`src/rtl/pc_seq_pkg.sv`:
```
// Shared types and constants for the program-counter sequencer.
// The optional 8080 RST-vector path is enabled with PC_RST_VEC_EN.
package pc_seq_pkg;

  typedef enum logic {ST_IDLE, ST_COLLECT} pc_state_e;
  typedef enum logic {MODE_JUMP, MODE_CALL} pc_mode_e;

  // RST n lands on n*8
  localparam int VEC_SHIFT = 3;

  function automatic bit pc_geom_ok(input int addr_w, input int bus_w);
    return (bus_w > 0) && (addr_w >= bus_w) && ((addr_w % bus_w) == 0);
  endfunction

endpackage

```
`src/rtl/pc_ret_stack.sv`:
```
// Return-address LIFO. Entry 0 is always the top, so push/pop are plain shifts
// and no pointer arithmetic is needed. Error policy lives in the caller.
module pc_ret_stack #(
  parameter int DEPTH = 4,
  parameter int WIDTH = 16,
  localparam int CW   = $clog2(DEPTH + 1)
) (
  input  logic             clk_i,
  input  logic             rst_ni,
  input  logic             push_i,
  input  logic             pop_i,
  input  logic [WIDTH-1:0] data_i,
  output logic [WIDTH-1:0] top_o,
  output logic             full_o,
  output logic             empty_o,
  output logic [CW-1:0]    cnt_o
);

  logic [DEPTH-1:0][WIDTH-1:0] mem_q;
  logic [CW-1:0]               cnt_q;
  logic                        do_push, do_pop;

  assign full_o  = (cnt_q == CW'(DEPTH));
  assign empty_o = (cnt_q == '0);
  assign do_push = push_i && !full_o;
  assign do_pop  = pop_i && !empty_o && !push_i;
  assign top_o   = mem_q[0];
  assign cnt_o   = cnt_q;

  always_ff @(posedge clk_i or negedge rst_ni) begin
    if (!rst_ni) begin
      mem_q <= '0;
      cnt_q <= '0;
    end else if (do_push) begin
      mem_q[0] <= data_i;
      for (int i = 1; i < DEPTH; i++) mem_q[i] <= mem_q[i-1];
      cnt_q <= cnt_q + 1'b1;
    end else if (do_pop) begin
      for (int i = 0; i < DEPTH - 1; i++) mem_q[i] <= mem_q[i+1];
      mem_q[DEPTH-1] <= '0;
      cnt_q <= cnt_q - 1'b1;
    end
  end

endmodule

```
`src/rtl/pc_sequencer.sv`:
```
// Program counter with multi-beat narrow-bus loads and a CALL/RET stack.
// Define PC_RST_VEC_EN to add the single-cycle RST n vector call (rst_vec_i/vec_i).
module pc_sequencer
  import pc_seq_pkg::*;
#(
  parameter int                ADDR_W      = 16,
  parameter int                BUS_W       = 8,
  parameter int                STACK_DEPTH = 4,
  parameter logic [ADDR_W-1:0] RESET_ADDR  = '0
) (
  input  logic                               clk_i,
  input  logic                               rst_ni,
  input  logic                               load_i,
  input  logic                               call_i,
  input  logic                               ret_i,
  input  logic                               inc_i,
  input  logic                               byte_vld_i,
  input  logic [BUS_W-1:0]                   byte_i,
  input  logic                               clr_err_i,
`ifdef PC_RST_VEC_EN
  input  logic                               rst_vec_i,
  input  logic [2:0]                         vec_i,
`endif
  output logic [ADDR_W-1:0]                  addr_o,
  output logic                               busy_o,
  output logic [$clog2(STACK_DEPTH+1)-1:0]   stk_cnt_o,
  output logic                               stk_ovf_o,
  output logic                               stk_unf_o
);

  localparam int NBEATS = ADDR_W / BUS_W;
  localparam int LW     = (NBEATS > 1) ? $clog2(NBEATS) : 1;

  if (!pc_geom_ok(ADDR_W, BUS_W)) begin : g_bad_geom
    $error("pc_sequencer: ADDR_W must be a multiple of BUS_W");
  end

  pc_state_e         state_q, state_d;
  pc_mode_e          mode_q;
  logic [LW-1:0]     lane_q;
  logic [ADDR_W-1:0] shadow_q, shadow_d, addr_q, addr_d;
  logic              ovf_q, unf_q;

  logic idle, vec_req, do_load, do_call, do_vec, do_ret, do_inc;
  logic beat, last, push, pop, ovf_set, unf_set;
  logic              stk_full, stk_empty;
  logic [ADDR_W-1:0] stk_top;

`ifdef PC_RST_VEC_EN
  assign vec_req = rst_vec_i;
`else
  assign vec_req = 1'b0;
`endif

  // Priority: load > call > vector > ret > inc, all gated by IDLE
  assign idle    = (state_q == ST_IDLE);
  assign do_load = idle && load_i;
  assign do_call = idle && !load_i && call_i;
  assign do_vec  = idle && !load_i && !call_i && vec_req;
  assign do_ret  = idle && !load_i && !call_i && !vec_req && ret_i;
  assign do_inc  = idle && !load_i && !call_i && !vec_req && !ret_i && inc_i;

  assign beat    = !idle && byte_vld_i;
  assign last    = beat && (lane_q == LW'(NBEATS - 1));
  assign push    = (last && (mode_q == MODE_CALL)) || do_vec;
  assign pop     = do_ret && !stk_empty;
  assign ovf_set = push && stk_full;
  assign unf_set = do_ret && stk_empty;

  pc_ret_stack #(.DEPTH(STACK_DEPTH), .WIDTH(ADDR_W)) u_stack (
    .clk_i   (clk_i),
    .rst_ni  (rst_ni),
    .push_i  (push),
    .pop_i   (pop),
    .data_i  (addr_q),
    .top_o   (stk_top),
    .full_o  (stk_full),
    .empty_o (stk_empty),
    .cnt_o   (stk_cnt_o)
  );

  always_ff @(posedge clk_i or negedge rst_ni) begin
    if (!rst_ni) state_q <= ST_IDLE;
    else         state_q <= state_d;
  end

  always_comb begin
    state_d = state_q;
    case (state_q)
      ST_IDLE:    if (do_load || do_call) state_d = ST_COLLECT;
      ST_COLLECT: if (last)               state_d = ST_IDLE;
      default:                            state_d = ST_IDLE;
    endcase
  end

  always_comb begin
    busy_o = (state_q == ST_COLLECT);
  end

  // The final lane is merged combinationally so addr_o jumps to the whole address at once
  always_comb begin
    shadow_d = shadow_q;
    shadow_d[lane_q*BUS_W +: BUS_W] = byte_i;
    addr_d = addr_q;
    if (last)        addr_d = shadow_d;
`ifdef PC_RST_VEC_EN
    else if (do_vec) addr_d = ADDR_W'(vec_i) << VEC_SHIFT;
`endif
    else if (pop)    addr_d = stk_top;
    else if (do_inc) addr_d = addr_q + 1'b1;
  end

  always_ff @(posedge clk_i or negedge rst_ni) begin
    if (!rst_ni) begin
      mode_q   <= MODE_JUMP;
      lane_q   <= '0;
      shadow_q <= '0;
      addr_q   <= RESET_ADDR;
      ovf_q    <= 1'b0;
      unf_q    <= 1'b0;
    end else begin
      if (do_load || do_call) begin
        mode_q   <= do_call ? MODE_CALL : MODE_JUMP;
        lane_q   <= '0;
        shadow_q <= '0;
      end else if (beat) begin
        lane_q   <= last ? '0 : lane_q + 1'b1;
        shadow_q <= shadow_d;
      end
      addr_q <= addr_d;
      ovf_q  <= (ovf_q && !clr_err_i) || ovf_set;
      unf_q  <= (unf_q && !clr_err_i) || unf_set;
    end
  end

  assign addr_o    = addr_q;
  assign stk_ovf_o = ovf_q;
  assign stk_unf_o = unf_q;

endmodule

```
`config.mk`:
```
export PLATFORM = sky130hd
export DESIGN_NAME = pc_sequencer
export DESIGN_NICKNAME = d
export VERILOG_FILES = /design/src/rtl/pc_seq_pkg.sv /design/src/rtl/pc_ret_stack.sv /design/src/rtl/pc_sequencer.sv
export SDC_FILE = /design/constraint.sdc
export NUM_CORES = 1
export LEC_CHECK = 0
export ABC_AREA = 1
export CAP_MARGIN = 20
export CORE_ASPECT_RATIO = 0.9
export CORE_MARGIN = 4
export CORE_UTILIZATION = 55
export CTS_CLUSTER_DIAMETER = 40
export CTS_CLUSTER_SIZE = 8
export DETAILED_ROUTE_END_ITERATION = 16
export PLACE_DENSITY_LB_ADDON = 0.3
export SLEW_MARGIN = 20
export SYNTH_ARGS = -nofsm -noshare
export SYNTH_HDL_FRONTEND = slang
export SYNTH_HIERARCHICAL = 1
export SYNTH_SLANG_ARGS = --single-unit
```
`constraint.sdc`:
```
create_clock -name clk_i -period 5.1 [get_ports clk_i]
set_clock_uncertainty 0.1 [all_clocks]
set_input_delay 0.765 -clock clk_i [delete_from_list [all_inputs] [get_ports clk_i]]
set_output_delay 0.765 -clock clk_i [all_outputs]
set_load 0.05 [all_outputs]
```
==> results of run 1 <==
==> kinds of logic (layout without fill, tap and decap cells) <==
| logic type | after synthesis | after routing | share of synthesized area [%] |
|---|---|---|---|
| xor+xnor | 2 | 2 | 0.3228 |
| flops | 96 | 96 | 44.26 |
| compound gates | 18 | 18 | 1.729 |
| fa+ha+maj | 2 | 2 | 0.5993 |
| simple gates | 518 | 518 | 41.91 |
| buf+inv | 117 | 123 | 11.18 |
==> where the power goes <==
part	switching (W)	internal [W]
Sequential	0.000243	0.000953
Clock	0.000305	0.000239
Combinational	0.000773	0.000358
Total	0.00132	0.00155
==> cell type report <==
cell class	count	area, µm²
Inverter	67	259.0
Multi-Input combinational cell	540	2421
Clock inverter	7	90.09
Clock buffer	9	123.9
Timing Repair Buffer	40	390.4
Tap cell	126	157.7
Sequential cell	96	2402
Fill cell	851	3812
==> cell usage in the layout (no fill, tap or decap), types with 5 or more instances in the layout <==
master,netlist,final
nand2_1,295,295
nand3_1,126,126
dfrtp_1,96,96
inv_1,57,57
nor2_1,56,55
clkdlybuf4s50_1,0,36
nand2_2,12,12
o21ai_0,12,12
nand4_1,10,10
clkbuf_8,0,9
inv_2,6,6
nand2_4,6,6
a21oi_1,5,5
==> registers in the layout, summed over array words and instances (netlist names), 3 cells and up <==
signal,count
shadow_q,8
u_stack/top_o,16
u_stack/cnt_o,3
addr_o,16
u_stack/mem_q,48
==> worst register-to-register path: stages (launching register included) <==
cell and delay [ps]:
dfrtp_1 470, nand2_2 100, inv_2 120, nand2_4 140
nor2_2 680, inv_2 100, nand2_4 100, inv_6 80
nand2_4 210, nand2_4 210, inv_4 470, nand2_1 150
nand2_1 90
==> how the worst max path moves through the flow <==
stage          startpoint           endpoint  slack [ps]  cells past startpoint
4_1_cts        byte_vld_i   u_stack/top_o[6]        1680                     13
3_5_place_dp   byte_vld_i   u_stack/top_o[6]        1310                     13
2_1_floorplan  byte_vld_i   u_stack/cnt_o[1]        2500                     13
3_3_place_gp   byte_vld_i  u_stack/mem_q[26]        1460                     10
6_report       byte_vld_i   u_stack/top_o[6]        1650                     13
5_1_grt        byte_vld_i   u_stack/top_o[6]        1470                     13
==> stage by stage <==
step	power [W]	setup WS [ps]
after floorplan	0.002072	2504
after global placement	0.002296	1458
after detailed placement	0.002329	1314
after CTS	0.002877	1682
after global routing	0.003056	1471
final	0.002872	1651
==> routing by layer <==
layer | track usage (%) | vias up
met5 | 0 | -
met4 | 6.932 | 0
met3 | 3.967 | 14
met2 | 35.06 | 165
met1 | 30.93 | 2185
li1 | - | 2339
==> impl_metrics.csv, run 1 <==
group,metric,value,unit
placement,placed_area,0.005630,mm²
yosys,synthDominantAreaCellType,"dfrtp_1",
die,core_area,0.009657,mm²
sta,setup_viol,0,
yosys,async_flop_share,100.0,%
setup_path,r2r_cells,12,
final_layout,instances_no_fill,885,
power_and_ir_drop,irDropWorstVdd,0.0003462,V
yosys,synth_enable_flop_cells,0,
yosys,ys_ff_latch,96,
yosys,syn_inst,753,
cts,cts_resized,0,
placement,dp_hpwl,8369,µm
final_layout,post-route-util,60.52,%
grt,grt_usage,22.02,%
drt,vias,4703,
power_and_ir_drop,p_leak,3.182,nW
yosys,synth_area,0.005428,mm²
drt,m1WireLength,5748,µm
yosys,synth.avg_cell_area,7.208,µm²
drt,wl,12180,µm
die,die_height,102.2,µm
setup_path,start_kind,"input port",
setup_path,arrival,3660,ps
grt,antenna_found_initial,0,
setup_path,r2r_start,"busy_o",
yosys,synth_common_cells,"nand2_1, nand3_1, dfrtp_1",
drt,drc_errors,0,
yosys,seq_area_frac_synth,44.26,%
cts,clk_pin_slew,100,ps
setup_path,crit_required,5310,ps
grt,grt_overflow,0,
final_layout,nNetsFinal,772,
setup_path,slowest_delay,680,ps
cts,post_cts.repair.setup_buffers,0,
sta,rsz0062_at_grt,"false",
cts,cts_max_level,3,
cts,cts_tree,"done",
final_layout,area_growth,7.676,%
setup_path,path_cells,"clkdlybuf4s50_1, nand2_2, inv_2, nand2_4, nor2_2, inv_2, nand2_4, inv_6, nand2_4, nand2_4, inv_4, nand2_1, nand2_1",
drt,first_pass_iters,5,
cts,cts_buffers,9,
die,rows,34,
placement,place.gp.congestion,0.8855,
setup_path,regToRegEndpoint,"u_stack/top_o[6]",
placement,place.port_buffers,37,
drt,wl_met2,5548,µm
final_layout,postLayoutCellArea,0.005844,mm²
yosys,synthesis.nets,771,
sta,drv_slew,0,
drt,post_drt_wl_per_cell,13.76,µm
setup_path,crit_type,"input port to flop",
yosys,yosysWarnings,6,
placement,dp_cells,869,
sta,min_period,3449,ps
cts,clock_latency,360,ps
grt,grt_pass1_vias,4459,
drt,viasPerCell,5.314,
die,io_pins,38,
grt,grt_max_degree,63,
setup_path,cp_slowest_cell,"nor2_2",
yosys,synth_area_leaders,"dfrtp_1, nand2_1, nand3_1, inv_1, nor2_1",
yosys,synth_flop_cell,"dfrtp_1",
drt,drtIter0Drc,319,
setup_path,ff2ff_setup_slack,2030,ps
final_layout,diodes,0,
cts,root_buffer,"clkbuf_8",
run,maxCapViolCount,0,
setup_path,cp_top_family,"simple AND/OR/NAND/NOR gates",
grt,grt_pass1_wl,21070,µm
setup_path,crit_buf_inv,5,
hold_path,hold_class,"input port to asynchronous set/reset pin",
sta,whs,363.8,ps
drt,highest_layer,"met4",
die,initial_core_util,56.21,%
sta,tns,0,ps
sta,period_share,67.63,%
sta,relSlewSlack,43.38,%
power_and_ir_drop,power.density,491.3,mW/mm²
cts,numClockSinks,96,
run_status,status,"finished, final reports clean",
final_layout,drive_gt1_share,7.510,%
setup_path,crit_path_frequent_cell,"nand2_4",
setup_path,cp_max_fo,49,
setup_path,crit_path_end_kind,"flop",
die,die_w,112.7,µm
cts,cts_max_path_buffers,2,
sta,worst_pin_slew,848.3,ps
drt,dr_wl_met3,725,µm
drt,ant_nets,0,
cts,cts_hold_buf,0,
yosys,yosysTopAreaCellShare,44.26,%
die,die_area,0.01152,mm²
sta,hold_violations,0,
yosys,synthMostInstantiatedCell,"nand2_1",
sta,max_freq,289.9,MHz
yosys,yosysUniqueCellTypes,28,
No activity file was read; power rests on OpenSTA's default activity.
==> run 2, diff against run 1 <==
==> constraint.sdc (replaced) <==
create_clock -name clk_i -period 3.6 [get_ports clk_i]
set_clock_uncertainty 0.1 [all_clocks]
set_input_delay 0.54 -clock clk_i [delete_from_list [all_inputs] [get_ports clk_i]]
set_output_delay 0.54 -clock clk_i [all_outputs]
set_load 0.05 [all_outputs]
==> run 2 against run 1 <==
Critical path depth is the same. Non-clock buffer count grew 3. Final cell count grew 0.34%. Wire length shrank 1.1%. Clock power grew 21%.
==> impl_metrics.csv, run 2 (same netlist as run 1, synthesis figures left out) <==
group,metric,value,unit
run_status,status,"finished, final reports clean",
sta,worst_pin_slew,723.3,ps
final_layout,mostFrequentLayoutCells,"nand2_1, nand3_1, dfrtp_1, inv_1, nor2_1",
power_and_ir_drop,p_leak,3.174,nW
cts,clk_pin_slew,100,ps
final_layout,nNetsFinal,775,
setup_path,crit_required,3800,ps
setup_path,crit_path_end_kind,"flop",
cts,cts_buffers,9,
cts,cts_hold_buf,0,
hold_path,hold_class,"input port to asynchronous set/reset pin",
die,die_w,112.7,µm
die,initial_core_util,56.21,%
final_layout,largest_reg_flops,48,
cts,numClockSinks,96,
sta,min_period,2613,ps
power_and_ir_drop,irDropWorstVdd,0.0004143,V
drt,wl,12040,µm
die,core_area,0.009657,mm²
grt,antenna_found_initial,0,
grt,grt_pass1_vias,4349,
final_layout,n_fill_cell,882,
cts,post_cts.repair.setup_buffers,0,
setup_path,cp_max_fo,49,
sta,rsz0062_at_grt,"false",
power_and_ir_drop,power.density,678.2,mW/mm²
sta,drv_slew,0,
final_layout,top_register,"u_stack/mem_q",
setup_path,start_kind,"flop",
drt,drc_errors,0,
sta,tns,0,ps
drt,vias,4644,
placement,place.gp.congestion,0.8711,
drt,first_pass_iters,5,
cts,cts_max_level,3,
grt,grt_usage,21.78,%
grt,grt_overflow,0,
setup_path,r2r_start,"u_stack/cnt_o[1]",
grt,grt_max_degree,57,
cts,cts_tree,"done",
drt,viasPerCell,5.230,
placement,dp_cells,872,
drt,drtIter0Drc,394,
final_layout,drive_gt1_share,7.743,%
final_layout,instances_no_fill,888,
sta,period_share,72.57,%
placement,dp_hpwl,8468,µm
cts,clock_latency,360,ps
cts,cts_max_path_buffers,2,
sta,max_freq,382.8,MHz
setup_path,regToRegEndpoint,"u_stack/mem_q[31]",
sta,setup_viol,0,
die,io_pins,38,
placement,place.port_buffers,37,
cts,root_buffer,"clkbuf_8",
setup_path,crit_type,"flop to flop",
die,rows,34,
setup_path,ff2ff_setup_slack,990,ps
die,die_area,0.01152,mm²
setup_path,arrival,2810,ps
final_layout,area_growth,7.400,%
cts,cts_resized,0,
sta,hold_violations,0,
drt,ant_nets,0,
run,maxCapViolCount,0,
grt,grt_pass1_wl,21000,µm
sta,relSlewSlack,51.78,%
drt,post_drt_wl_per_cell,13.56,µm
die,die_height,102.2,µm
final_layout,final_common_cell,"nand2_1",
final_layout,diodes,0,
setup_path,r2r_cells,13,
==> run 2: cell count changes in the layout (fill, tap and decap cells not counted) <==
cell / before / now
clkbuf_1: 0 / 1
buf_4: 4 / 7
inv_6: 2 / 3
inv_8: 2 / 1
clkinvlp_4: 1 / 2
clkinv_8: 1 / 0
bufinv_16: 1 / 0
==> run 2: stage by stage <==
step	power, W	hold slack, ps	utilization (%)	area [µm²]	setup slack [ps]
global route	0.004245	170.2	60.37	5829	754.5
detailed placement	0.003308	367.0	58.54	5653	683.6
global placement	0.003265	359.6	58.54	5653	751.5
CTS	0.003972	151.4	60.37	5829	1022
floorplan	0.002936	144.4	-	5428	1012
finish	0.003953	121.8	60.37	5829	987.5
==> run 2: layout make-up <==
type	instances	area, µm²	share of cell area [%]
clock inverters	6	48.80	0.8371
repair buffers	43	412.9	7.083
multi-input cells	540	2421	41.53
flip-flops and latches	96	2402	41.21
inverters	67	259.0	4.443
well taps	126	157.7	2.704
clock buffers	10	127.6	2.189
==> run 2: critical path, cell delays in order (launching register included) <==
cell and delay (ps):
dfrtp_1 430, nor2_4 150, nand2_4 160, inv_1 120
inv_1 70, nand4_4 90, inv_1 130, nand2_4 110
inv_6 70, nand2_4 200, nand2_4 200, inv_4 460
nand2_1 140, nand2_1 100
==> run 2: worst max path at each step <==
stage,startpoint,endpoint
5_1_grt,u_stack/cnt_o[1],u_stack/top_o[11]
3_5_place_dp,byte_vld_i,u_stack/mem_q[31]
3_3_place_gp,byte_vld_i,u_stack/cnt_o[1]
6_report,u_stack/cnt_o[1],u_stack/mem_q[31]
4_1_cts,u_stack/cnt_o[1],u_stack/top_o[11]
2_1_floorplan,busy_o,u_stack/cnt_o[1]
==> run 2: layer usage <==
layer / up-vias / GRT usage [%] / share of wire [%]
li1: 2349 / - / -
met1: 2106 / 31.33 / 48
met2: 170 / 34.43 / 45
met3: 19 / 3.908 / 6.2
met4: 0 / 5.453 / 0.78
met5: - / 0 / 0
==> run 2: power by group <==
| part | leakage (nW) | total, W | internal (W) | switching [W] |
|---|---|---|---|---|
| Combinational | 1.81 | 0.00161 | 0.000511 | 0.00109 |
| Sequential | 1.28 | 0.00169 | 0.00135 | 0.000338 |
| Clock | 0.0852 | 0.000658 | 0.000261 | 0.000398 |
==> run 3, diff against run 2 <==
--- a/config.mk
+++ b/config.mk
@@ -9,7 +9,7 @@
 export CAP_MARGIN = 20
 export CORE_ASPECT_RATIO = 0.9
 export CORE_MARGIN = 4
-export CORE_UTILIZATION = 55
+export CORE_UTILIZATION = 53
 export CTS_CLUSTER_DIAMETER = 40
 export CTS_CLUSTER_SIZE = 8
 export DETAILED_ROUTE_END_ITERATION = 16
==> constraint.sdc (replaced) <==
create_clock -name clk_i -period 2.4 [get_ports clk_i]
set_clock_uncertainty 0.1 [all_clocks]
set_input_delay 0.36 -clock clk_i [delete_from_list [all_inputs] [get_ports clk_i]]
set_output_delay 0.36 -clock clk_i [all_outputs]
set_load 0.05 [all_outputs]
==> run 3 against run 2 <==
Flip-flop and latch count stayed put. Register-to-register slack worse by 710 ps. Non-clock buffer count up 14. Wire length grew 3.0%. Die area rose by 3.5%. Via count grew 0.97%. Critical path depth shrank 12. Combinational power rose by 58%. Largest cell class unchanged.
==> impl_metrics.csv, run 3 (same netlist as run 1, synthesis figures left out) <==
group,metric,value,unit
final_layout,drive_gt1_share,9.536,%
placement,dp_hpwl,8876,µm
drt,drc_errors,0,
setup_path,crit_required,1940,ps
cts,numClockSinks,96,
setup_path,cp_top_family,"buffers and inverters",
hold_path,whs_endpoint,"addr_o[5]",
grt,antenna_found_initial,0,
die,io_pins,38,
drt,wl,12410,µm
cts,root_buffer,"clkbuf_16",
setup_path,ff2ff_setup_slack,280,ps
setup_path,crit_path_end_kind,"output port",
grt,grt_pass1_wl,21350,µm
sta,max_freq,458.4,MHz
cts,cts_max_path_buffers,2,
cts,cts_tree,"done",
setup_path,cp_slowest_cell,"clkdlybuf4s50_1",
drt,first_pass_iters,5,
drt,drtIter0Drc,320,
cts,clk_pin_slew,70,ps
drt,vias,4689,
hold_path,hold_path_depth,2,
sta,setup_viol,0,
final_layout,largest_reg_flops,48,
sta,drv_slew,0,
grt,grt_pass1_vias,4420,
setup_path,path_cells,"clkdlybuf4s50_1",
hold_path,holdCritStartpoint,"shadow_q[5]",
drt,viasPerCell,5.198,
power_and_ir_drop,irDropWorstVdd,0.0008817,V
grt,grt_usage,21.93,%
die,core_area,0.009827,mm²
cts,cts_resized,0,
setup_path,start_kind,"flop",
setup_path,regToRegEndpoint,"u_stack/mem_q[51]",
cts,clock_latency,350,ps
final_layout,area_growth,12.96,%
setup_path,r2r_start,"u_stack/cnt_o[1]",
sta,hold_violations,0,
setup_path,cp_max_fo,8,
final_layout,nNetsFinal,789,
run_status,status,"finished, final reports clean",
cts,post_cts.repair.setup_buffers,0,
grt,grt_max_degree,50,
placement,dp_cells,885,
hold_path,hold_class,"flop to flop",
placement,place.port_buffers,37,
setup_path,slowest_delay,870,ps
run,maxCapViolCount,0,
drt,post_drt_wl_per_cell,13.75,µm
final_layout,final_common_cell,"nand2_1",
sta,min_period,2181,ps
sta,worst_pin_slew,507.2,ps
final_layout,top_register,"u_stack/mem_q",
die,die_w,114.7,µm
setup_path,arrival,1720,ps
setup_path,crit_type,"flop to output port",
power_and_ir_drop,p_leak,3.328,nW
final_layout,mostFrequentLayoutCells,"nand2_1, nand3_1, dfrtp_1, inv_1, nor2_1",
placement,place.gp.congestion,0.8818,
setup_path,crit_buf_inv,1,
sta,whs,384.3,ps
grt,grt_overflow,0,
cts,cts_buffers,9,
die,initial_core_util,55.23,%
cts,cts_max_level,3,
sta,relSlewSlack,66.08,%
final_layout,instances_no_fill,902,
sta,period_share,90.89,%
final_layout,diodes,0,
power_and_ir_drop,p_total,0.006547,W
die,rows,34,
drt,ant_nets,0,
die,die_area,0.01193,mm²
die,die_height,104.0,µm
sta,tns,0,ps
power_and_ir_drop,power.density,1068,mW/mm²
setup_path,r2r_cells,14,
sta,rsz0062_at_grt,"false",
[run 3: repair_timing]
item,in CTS,in global routing
hold buffers,1,0
endpoints found under the setup margin,0,0
hold endpoints to repair,28,0
[run 3: final cells by class]
type	count	area (µm²)
sequential	96	2407
multi-input combinational	540	2421
fill	859	3696
tap	126	157.7
clock buffer	14	264.0
clock inverter	2	38.79
inverter	67	259.0
timing repair buffer	57	583.1
[run 3: where the power goes]
part           switching [W]  leakage, nW  internal (W)
sequential          0.000509         1.27       0.00204
clock               0.000595        0.147      0.000868
combinational        0.00168         1.91      0.000862
total                0.00278         3.33       0.00377
[run 3: per-stage QoR]
stage          cell area, µm²  setup slack (ps)  util, %
6_report                 6131             218.7    62.39
5_1_grt                  6131             61.59    62.39
4_1_cts                  6131             218.8    62.39
3_5_place_dp             5818             51.08    59.21
3_3_place_gp             5818             133.1    59.21
2_1_floorplan            5436             27.20        -
[run 3: how the worst max path moves through the flow]
stage,from,endpoint,slack (ps),cells past startpoint
floorplan,busy_o,u_stack/cnt_o[1],30,13
global route,u_stack/cnt_o[1],u_stack/mem_q[35],60,12
global placement,byte_vld_i,u_stack/cnt_o[0],130,14
CTS,addr_o[9],addr_o[9],220,1
finish,addr_o[9],addr_o[9],220,1
detailed placement,byte_vld_i,u_stack/mem_q[50],50,14
[run 3: layer usage]
| layer | global-route usage, % | part of all wire (%) |
|---|---|---|
| met5 | 0 | 0 |
| met4 | 6.870 | 1.4 |
| met3 | 4.596 | 5.4 |
| met2 | 34.21 | 47 |
| met1 | 30.55 | 46 |
